[src/rtl/shift_seq_pkg.sv]
// Shared types and constants for the multi-cycle shift sequencer.
package shift_seq_pkg;

   localparam int unsigned SHAMT_W = 5;

   typedef enum logic [1:0] {
      OP_SLL  = 2'b00,
      OP_SRL  = 2'b01,
      OP_ROTR = 2'b10,
      OP_SRA  = 2'b11
   } op_e;

   typedef enum logic [1:0] {
      StIdle,
      StShift,
      StDone
   } state_e;

endpackage

[src/rtl/shift_seq_ctrl_if.sv]
// Request/response bundle between the execute-stage pipeline and the shift sequencer.
interface shift_seq_ctrl_if;
   import shift_seq_pkg::*;

   logic               start;
   logic               flush;
   op_e                op;
   logic [SHAMT_W-1:0] shamt;
   logic [31:0]        din;
   logic               busy;
   logic               done;
   logic [31:0]        dout;

   modport master (
      output start, flush, op, shamt, din,
      input  busy, done, dout
   );

   modport slave (
      input  start, flush, op, shamt, din,
      output busy, done, dout
   );

endinterface

[src/rtl/shift_step.sv]
// Combinational single-step shifter by k (0..STEP) bits.
// Rotate feedback exists only when SHIFT_SEQ_ROTR_EN is defined; otherwise ROTR acts as SRL.
module shift_step
   import shift_seq_pkg::*;
#(
   parameter int unsigned STEP = 4,
   localparam int unsigned KW  = $clog2(STEP + 1)
) (
   input  logic [31:0]   data,
   input  logic [KW-1:0] k,
   input  op_e           op,
   input  logic          sign,
   output logic [31:0]   result
);

   logic [31:0] fill_mask;
`ifdef SHIFT_SEQ_ROTR_EN
   logic [5:0]  rot_amt;
`endif

   always_comb begin
      // Vacated high bits after a right shift by k
      fill_mask = ~(32'hFFFF_FFFF >> k);
`ifdef SHIFT_SEQ_ROTR_EN
      rot_amt   = 6'd32 - 6'(k);
`endif
      case (op)
         OP_SLL:  result = data << k;
         OP_SRA:  result = (data >> k) | (fill_mask & {32{sign}});
`ifdef SHIFT_SEQ_ROTR_EN
         OP_ROTR: result = (data >> k) | (data << rot_amt);
`endif
         default: result = data >> k;
      endcase
   end

endmodule

[src/rtl/shift_seq_ctrl.sv]
// Multi-cycle shift sequencer: iterates shift_step until shamt is consumed, then pulses done.
// Optional rotate support: define SHIFT_SEQ_ROTR_EN.
module shift_seq_ctrl
   import shift_seq_pkg::*;
#(
   parameter int unsigned STEP = 4
) (
   input logic             clk,
   input logic             reset_n,
   shift_seq_ctrl_if.slave bus
);

   localparam int unsigned KW = $clog2(STEP + 1);

   if (!(STEP inside {1, 2, 4, 8, 16})) begin : g_bad_step
      $error("shift_seq_ctrl: STEP must be 1, 2, 4, 8 or 16");
   end

   state_e             state_q;
   op_e                op_q;
   logic               sign_q;
   logic [31:0]        work_q;
   logic [SHAMT_W-1:0] rem_q;
   logic               busy_q;
   logic               done_q;
   logic [31:0]        dout_q;

   logic [KW-1:0]      k;
   logic [SHAMT_W-1:0] rem_d;
   logic [31:0]        step_out;

   assign k     = (rem_q > SHAMT_W'(STEP)) ? KW'(STEP) : KW'(rem_q);
   assign rem_d = rem_q - SHAMT_W'(k);

   shift_step #(
      .STEP (STEP)
   ) u_step (
      .data   (work_q),
      .k      (k),
      .op     (op_q),
      .sign   (sign_q),
      .result (step_out)
   );

   always_ff @(posedge clk) begin
      if (!reset_n) begin
         state_q <= StIdle;
         op_q    <= OP_SLL;
         sign_q  <= 1'b0;
         work_q  <= '0;
         rem_q   <= '0;
         busy_q  <= 1'b0;
         done_q  <= 1'b0;
         dout_q  <= '0;
      end else begin
         done_q <= 1'b0;
         if (bus.flush) begin
            state_q <= StIdle;
            busy_q  <= 1'b0;
         end else begin
            case (state_q)
               StIdle, StDone: begin
                  if (bus.start) begin
                     op_q   <= bus.op;
                     sign_q <= bus.din[31];
                     work_q <= bus.din;
                     rem_q  <= bus.shamt;
                     if (bus.shamt == '0) begin
                        state_q <= StDone;
                        busy_q  <= 1'b0;
                        done_q  <= 1'b1;
                        dout_q  <= bus.din;
                     end else begin
                        state_q <= StShift;
                        busy_q  <= 1'b1;
                     end
                  end else begin
                     state_q <= StIdle;
                     busy_q  <= 1'b0;
                  end
               end
               StShift: begin
                  // start is deliberately not looked at here; it is not queued
                  work_q <= step_out;
                  rem_q  <= rem_d;
                  if (rem_d == '0) begin
                     state_q <= StDone;
                     busy_q  <= 1'b0;
                     done_q  <= 1'b1;
                     dout_q  <= step_out;
                  end
               end
               default: begin
                  state_q <= StIdle;
                  busy_q  <= 1'b0;
               end
            endcase
         end
      end
   end

   assign bus.busy = busy_q;
   assign bus.done = done_q;
   assign bus.dout = dout_q;

endmodule

[src/flat_wrapper.sv]
// flat-port wrapper written by rule: the top's interface ports become plain ports
module shift_seq_ctrl_flat import shift_seq_pkg::*;
#(
   parameter int unsigned STEP = 4
)
  (clk, reset_n, bus_start, bus_flush, bus_op, bus_shamt, bus_din, bus_busy, bus_done, bus_dout);
  shift_seq_ctrl_if bus_i ();
  input logic clk;
  input logic reset_n;
  input wire logic [$bits(bus_i.start)-1:0] bus_start;
  input wire logic [$bits(bus_i.flush)-1:0] bus_flush;
  input wire logic [$bits(bus_i.op)-1:0] bus_op;
  input wire logic [$bits(bus_i.shamt)-1:0] bus_shamt;
  input wire logic [$bits(bus_i.din)-1:0] bus_din;
  output wire logic [$bits(bus_i.busy)-1:0] bus_busy;
  output wire logic [$bits(bus_i.done)-1:0] bus_done;
  output wire logic [$bits(bus_i.dout)-1:0] bus_dout;
  assign bus_i.start = bus_start;
  assign bus_i.flush = bus_flush;
  assign bus_i.op = bus_op;
  assign bus_i.shamt = bus_shamt;
  assign bus_i.din = bus_din;
  assign bus_busy = bus_i.busy;
  assign bus_done = bus_i.done;
  assign bus_dout = bus_i.dout;
  shift_seq_ctrl #(.STEP(STEP)) u_core (.clk(clk), .reset_n(reset_n), .bus(bus_i));
endmodule
[config.mk]
export PLATFORM = sky130hd
export DESIGN_NAME = shift_seq_ctrl_flat
export DESIGN_NICKNAME = d
export VERILOG_FILES = /design/src/rtl/shift_seq_pkg.sv /design/src/rtl/shift_seq_ctrl_if.sv /design/src/rtl/shift_step.sv /design/src/rtl/shift_seq_ctrl.sv /design/src/flat_wrapper.sv
export SDC_FILE = /design/constraint.sdc
export NUM_CORES = 1
export LEC_CHECK = 0
export ABC_AREA = 1
export BUFFER_PORTS_ARGS = -buffer_cell sky130_fd_sc_hd__buf_2
export CELL_PAD_IN_SITES_DETAIL_PLACEMENT = 0
export CELL_PAD_IN_SITES_GLOBAL_PLACEMENT = 2
export CORE_MARGIN = 10
export CORE_UTILIZATION = 30
export DETAILED_ROUTE_END_ITERATION = 8
export GPL_TIMING_DRIVEN = 0
export HOLD_SLACK_MARGIN = 0.12
export PLACE_DENSITY = 0.84
export SETUP_SLACK_MARGIN = 0.2
export SLEW_MARGIN = 20
export SYNTH_ARGS = -nofsm -noshare
export SYNTH_HDL_FRONTEND = slang
export SYNTH_SLANG_ARGS = --single-unit
export TNS_END_PERCENT = 50
[constraint.sdc]
create_clock -name clk -period 2.2 [get_ports clk]
set_input_delay 0.44 -clock clk [delete_from_list [all_inputs] [get_ports clk]]
set_output_delay 0.44 -clock clk [all_outputs]
set_load 0.005 [all_outputs]
==> results.md, run 1 <==
* Status: completed
* Clock root buffer: clkbuf_16
* Clock skew at 8.29 ps
* Vias in the first global route at between 6000 and 7000
* Diodes inserted at 0
* Initial DRC count at around 700
* Fin area at around 7600 um2
* CTS sink count at 76
* Setup WS pre-CTS at -735 ps
* Initial antenna violation count at 0
* Library cells used by synthesis at 33
* Slowest cell on crit path: dfxtp_4
* Layout cells sized above 1 at 23.2%
* Die area at between 20000 and 30000 um2
* TritonCTS clock tree: done
* Largest net degree at the start of global routing at 14
* Worst path required time at 2500 ps
* PnR worst setup slack at roughly 130 ps
* DRT Pass-1 Iters at 7
* Tightest Pin Transition at 711 ps
* Clock Pin Slew Worst Setup and Hold Paths at 70 ps
* Final cell count without fillers at 1394
* Max cap viols at 0
* Slew Limit Fails at 0
* CP Launch Type: flop
* Synthesized cell area at 5760 um2
* Die Width at ~160 um
* Crit path arrival time at between 2000 and 2500 ps
* Clock latency at the later pin of the worst-skew pair at roughly 360 ps
* Fmax at between 400 and 500 MHz
* CP Capture Type: flop
* Final-report hold violation count at 0
* Hold Buf Count CTS at 0
* Core area at about 19000 um2
* Routed vias at between 7000 and 8000
* GRT Residual Overflow at 0
* Top-Level Pins at 77
* NumNets Final at between 1000 and 1500
* Avg Cell Area, Syn at about 5.6 um2
* Final core utilization at approximately two fifths
* Path type of the worst setup path: flop to flop
* Final ANT Viol Nets at 0
* Synth Instances at slightly above 1000
* Placement Cell Area at approximately 6400 um2
* Worst vdd ir at a little over 0.0004 V
* Ys Warns at 0
* Avg WL per Cell at roughly 19 um
* WL final at roughly 27000 um
* Via-to-Cell Ratio at approximately 5.2
* Crit-path cells: nor2_8, nand2_4, nand2_4, ha_4, o211ai_1, nand2_2, nor2_4, nand3_4, nand2_8, nand2_8, buf_6, clkbuf_16, nand2_1, nand2_1, nor2_1
* Area Overhead vs Synth at 32.4%
* Initial core utilization at between 30 and 40%
* Syn nets at 1080
* Minimum clock period after layout at 2070 ps
* Die H at between 150 and 200 um
* Setup TNS at 0 ps
* CP max stage delay at about 380 ps
* Hold crit path type: input pin to flop
* # rows at 50
* Worst rel slew slack at 52.6%
* Port bufs at 75
* Worst Path Max Fanout at 5
* P_leak at ~3.7 nW
* RSZ-0062 raised after global routing: true
* Hold_ws at around 350 ps
* Fin crit share at a little over nine tenths
* Placed insts at 1343
* Yosys reg bits at 76
* CTS H-tree depth at 3
* # DRC at 0
* Total track usage at approximately a fifth
* TritonCTS Buffers at 9
* Final Power at between 5 and 6 mW
* CTS max path bufs at 2
* Setup violations, final at 0
* First-pass GRT wire length at 40800 um
* Register area share after synthesis at 26.4%
* Pwr dens at 659 nW/um2
* Post-detail-place hpwl at roughly 20000 um
* GP Congestion at about 0.96
Yosys cell counts, drive strengths merged:
master  number  area (um2)
ha           3        37.5
nand4       32         200
clkinv       2        7.51
o21ai       54         270
nor2       176         694
nand2      316        1210
o211ai       5        37.5
dfxtp       76        1520
conb         1        3.75
a21oi       45         229
nand3      147         758
nor3         3        15.0
or2         12        75.1
a31oi        5        31.3
inv         90         338
buf         38         214
and3         1        6.26
o21bai       2        15.0
nor4         1        6.26
clkbuf      25        93.8
state kept, by name, indices dropped and copies added, names as in the netlist:
name             flops
u_core.bus.dout     32
u_core.sign_q        1
u_core.op_q          2
u_core.rem_q         5
u_core.bus.busy      1
u_core.state_q       2
u_core.work_q       32
u_core.bus.done      1
kinds of logic (layout without fill, tap and decap cells):
family | Yosys count | after routing | synth area share (%)
compound gates | 111 | 112 | 10.1
fa+ha+maj | 3 | 3 | 0.652
buf+inv | 155 | 279 | 11.3
flops | 76 | 76 | 26.4
other cells | 1 | 1 | 0.0651
simple gates | 688 | 689 | 51.4
worst max-delay path, delay by kind of cell (launching register included):
family,cells,cell delay [ps]
flip-flops,1,380
buffers and inverters,2,290
AO/OA/AOI/OAI,1,200
adder cells (fa/ha/maj),1,160
AND/OR/NAND/NOR,11,950
timing repair:
| action | in CTS | in global routing |
|---|---|---|
| pin swaps | 16 | 40 |
| endpoints found under the setup margin | 69 | 69 |
| resized for setup | 84 | 110 |
| setup buffers | 21 | 9 |
| gates cloned | 3 | 2 |
| hold endpoints to repair | 0 | 0 |
placed cells by master (no fill, tap or decap), types with 2 or more instances in the layout:
cell type	netlist	final
nor2_4	2	10
o21bai_1	2	2
o21ai_2	0	4
nand3_1	144	141
inv_2	2	3
nand2_4	2	4
nand2_1	312	296
buf_4	5	34
clkbuf_16	0	10
buf_6	2	22
a21oi_1	44	39
dfxtp_2	0	2
o21ai_0	51	46
clkbuf_1	25	11
nor2_1	172	149
nand4_1	32	32
clkbuf_2	0	9
bufinv_16	0	2
ha_4	0	2
inv_1	88	84
or2_2	12	12
dfxtp_4	0	2
a31oi_1	5	4
o211ai_1	5	5
a21oi_4	0	4
nand2_8	0	2
nand2_2	2	15
nand3_2	2	4
buf_2	30	82
clkinvlp_4	0	5
a21oi_2	1	3
nand3_4	1	2
clkbuf_4	0	5
buf_8	0	4
o21ai_1	3	3
nor2_2	1	16
nor3_1	3	2
dfxtp_1	76	72
final timing paths:
| check | start | endpoint | slack (ps) | cells past startpoint |
|---|---|---|---|---|
| worst min register to register | u_core.bus.busy | u_core.bus.busy | 470 | 2 |
| worst max register to register | u_core.rem_q[3] | u_core.bus.dout[27] | 130 | 15 |
| worst max-delay path | u_core.rem_q[3] | u_core.bus.dout[27] | 130 | 15 |
| worst min-delay path | bus_op[0] | u_core.op_q[0] | 350 | 3 |
report_power, final:
part	switching (mW)	internal (mW)
logic	1.19	0.619
clock network	0.672	1.03
registers	0.0524	1.46
total	1.92	3.11
metal layers:
metal	track usage, %	wire length [um]	vias up	share of wire (%)
met4	7.06	693	0	2.6
met2	33.8	12000	322	44
met1	28.3	12200	3345	45
met5	0	0	-	0
met3	4.02	2240	39	8.3
li1	-	-	3571	-
cell type report:
type | instances | area, um2
timing repair buffer | 108 | 697
sequential | 76 | 1530
fill | 2121 | 11100
inverter | 92 | 364
clock buffer | 11 | 243
tap | 234 | 293
clock inverter | 5 | 83.8
buffer | 63 | 505
multi-input combinational | 805 | 3910
(Power assumes the default switching activity.)
==> run 2: changes to the inputs <==
Settings changed: CORE_UTILIZATION 30 to 35, PLACE_DENSITY 0.84 to 0.9, SYNTH_HIERARCHICAL set to 1.
Clock period 2.2 ns to 2.68 ns, I/O delays scaled along.
==> results.md, run 2 <==
* Clock skew at 3.59 ps
* Crit path arrival time at about 2600 ps
* Most frequent cells in the layout: nand2_1, nand3_1, buf_2, o211ai_1, nor2_1
* Die Width at 149 um
* Area Overhead vs Synth at 20.5%
* Final core utilization at a little over two fifths
* CP Capture Type: flop
* Yosys top cell area share at roughly a quarter
* CTS H-tree depth at 3
* Final ANT Viol Nets at 0
* Synth cell count leaders: nand2_1, nand3_1, o211ai_1
* GP Congestion at approximately 0.96
* Largest cells by area after synthesis: dfxtp_1, nand2_1, o211ai_1, nand3_1, mux2i_1
* GRT Residual Overflow at 0
* Placement Cell Area at ~6400 um2
* Status: completed
* Die H at ~150 um
* Pwr dens at around 550 nW/um2
* Fmax at slightly above 400 MHz
* Met2 WL at approximately 11000 um
* CTS sink count at 76
* P_leak at between 2 and 3 nW
* Setup violations, final at 0
* CP Launch Type: flop
* Initial antenna violation count at 0
* Avg Cell Area, Syn at roughly 6.6 um2
* Via-to-Cell Ratio at about 5.6
* Hold crit path type: flop to flop
* First-pass GRT wire length at between 30000 and 40000 um
* Final Power at between 3 and 4 mW
* Register area share after synthesis at roughly a quarter
* EDFF count, synth at 0
* Main synth FF type: dfxtp_1
* Top-Level Pins at 77
* Ys Warns at 6
* Port bufs at 76
* Tightest Pin Transition at 583 ps
* Max cap viols at 0
* Yosys reg bits at 76
* Vias in the first global route at around 6500
* Worst vdd ir at 0.000450 V
* Async SR Flop Fraction at 0%
* Worst Path Max Fanout at 10
* CTS max path bufs at 2
* Slew Limit Fails at 0
* Avg WL per Cell at roughly 21 um
* Synth Instances at approximately 880
* Metal1 wirelength at about 11000 um
* Clock root buffer: clkbuf_16
* Total track usage at ~22%
* Fin crit share at about nine tenths
* Cell accounting for the most synthesized area: dfxtp_1
* Final-report hold violation count at 0
* TritonCTS Buffers at 9
* # DRC at 0
* Setup TNS at 0 ps
* Leading cell type in the layout, fill and taps excluded: nand2_1
* Slowest cell on crit path: dfxtp_2
* Routed vias at 6713
* Syn nets at 924
* Crit-path cells: nor2_4, nand2_4, nor2_2, buf_6, buf_2, o21ai_0, o211ai_1, nand4_1, mux2i_2, nand3_1, nand2_1, nor2_1
* Routed met3 length at between 2000 and 2500 um
* Path type of the worst setup path: flop to flop
* Fill cells at between 1500 and 2000
* Initial core utilization at 36.0%
* TritonCTS clock tree: done
* Worst path required time at about 2900 ps
* WL final at between 20000 and 25000 um
* Post-detail-place hpwl at between 15000 and 20000 um
* Minimum clock period after layout at 2410 ps
* CP max stage delay at approximately 340 ps
* Largest net degree at the start of global routing at 12
* Fin area at about 7000 um2
* Clock latency at the later pin of the worst-skew pair at 330 ps
* DRT Pass-1 Iters at 5
* # rows at 46
* Initial DRC count at ~640
* Synthesized cell area at between 5000 and 6000 um2
* Core area at around 16000 um2
* Worst rel slew slack at just over 60%
* Diodes inserted at 0
* Die area at roughly 22000 um2
* Library cells used by synthesis at 37
* Clock Pin Slew Worst Setup and Hold Paths at approximately 60 ps
* Layout cells sized above 1 at 20.1%
* Top layer in use: met4
* NumNets Final at ~1000
* RSZ-0062 raised after global routing: false
* Count leader, synth: nand2_1
==> run 2: metrics by stage <==
step                hold slack (ps)  std cells  worst slack (ps)
global placement                461       1170              -210
floorplan                       441        878               705
global route                    502       1195               197
CTS                             477       1185               221
detailed placement              465       1170              -118
finish                          472       1195               273
==> run 2: critical path, delay by kind of cell, from the launching register on <==
family / cells / cell delay, ps
muxes: 1 / 280
AOI/OAI and AO/OA: 2 / 390
DFF: 1 / 340
buffers and inverters: 2 / 420
and+or+nand+nor: 7 / 860
==> run 2: worst paths after layout <==
check / start / to / slack (ps) / cells past startpoint
setup / recovery: u_core/rem_q[4] / u_core/bus.dout[11] / 270 / 12
hold / removal: u_core/bus.busy / u_core/bus.busy / 470 / 2
setup reg to reg: u_core/rem_q[4] / u_core/bus.dout[11] / 270 / 12
hold reg to reg: u_core/bus.busy / u_core/bus.busy / 470 / 2
==> run 2: cell type report <==
cell class / count / area (um2) / area share (%)
tap: 216 / 270 / 3.88
multi-input combinational: 678 / 3740 / 53.7
buffer: 68 / 444 / 6.37
clock inverter: 2 / 35.0 / 0.503
timing repair buffer: 87 / 488 / 7.00
clock buffer: 12 / 256 / 3.68
inverter: 56 / 210 / 3.02
sequential: 76 / 1520 / 21.9
==> run 2: what timing repair did <==
| item | in CTS | in global routing |
|---|---|---|
| pin swaps | 0 | 10 |
| setup buffers | 1 | 10 |
| hold buffers | 0 | 0 |
| setup endpoints to repair | 54 | 53 |
| resized for setup | 18 | 30 |
==> run 2: routing by layer <==
metal / up-vias / GRT usage (%)
met5: - / 0
met4: 0 / 10.0
met3: 67 / 3.94
met2: 327 / 33.7
met1: 3043 / 28.2
li1: 3276 / -
==> run 2: cells by family (layout without fill, tap and decap cells) <==
logic type | Yosys count | after routing | synth area share [%]
adder cells (fa/ha/maj) | 3 | 3 | 0.649
other | 1 | 1 | 0.0648
AND/OR/NAND/NOR | 426 | 426 | 32.8
flip-flops | 76 | 76 | 26.3
AO/OA/AOI/OAI | 216 | 216 | 24.2
buffers and inverters | 124 | 225 | 10.5
multiplexers | 32 | 32 | 5.54
==> run 2: report_power, final <==
part / internal, mW / switching (mW)
Sequential: 1.20 / 0.0743
Clock: 0.759 / 0.431
Combinational: 0.451 / 0.884
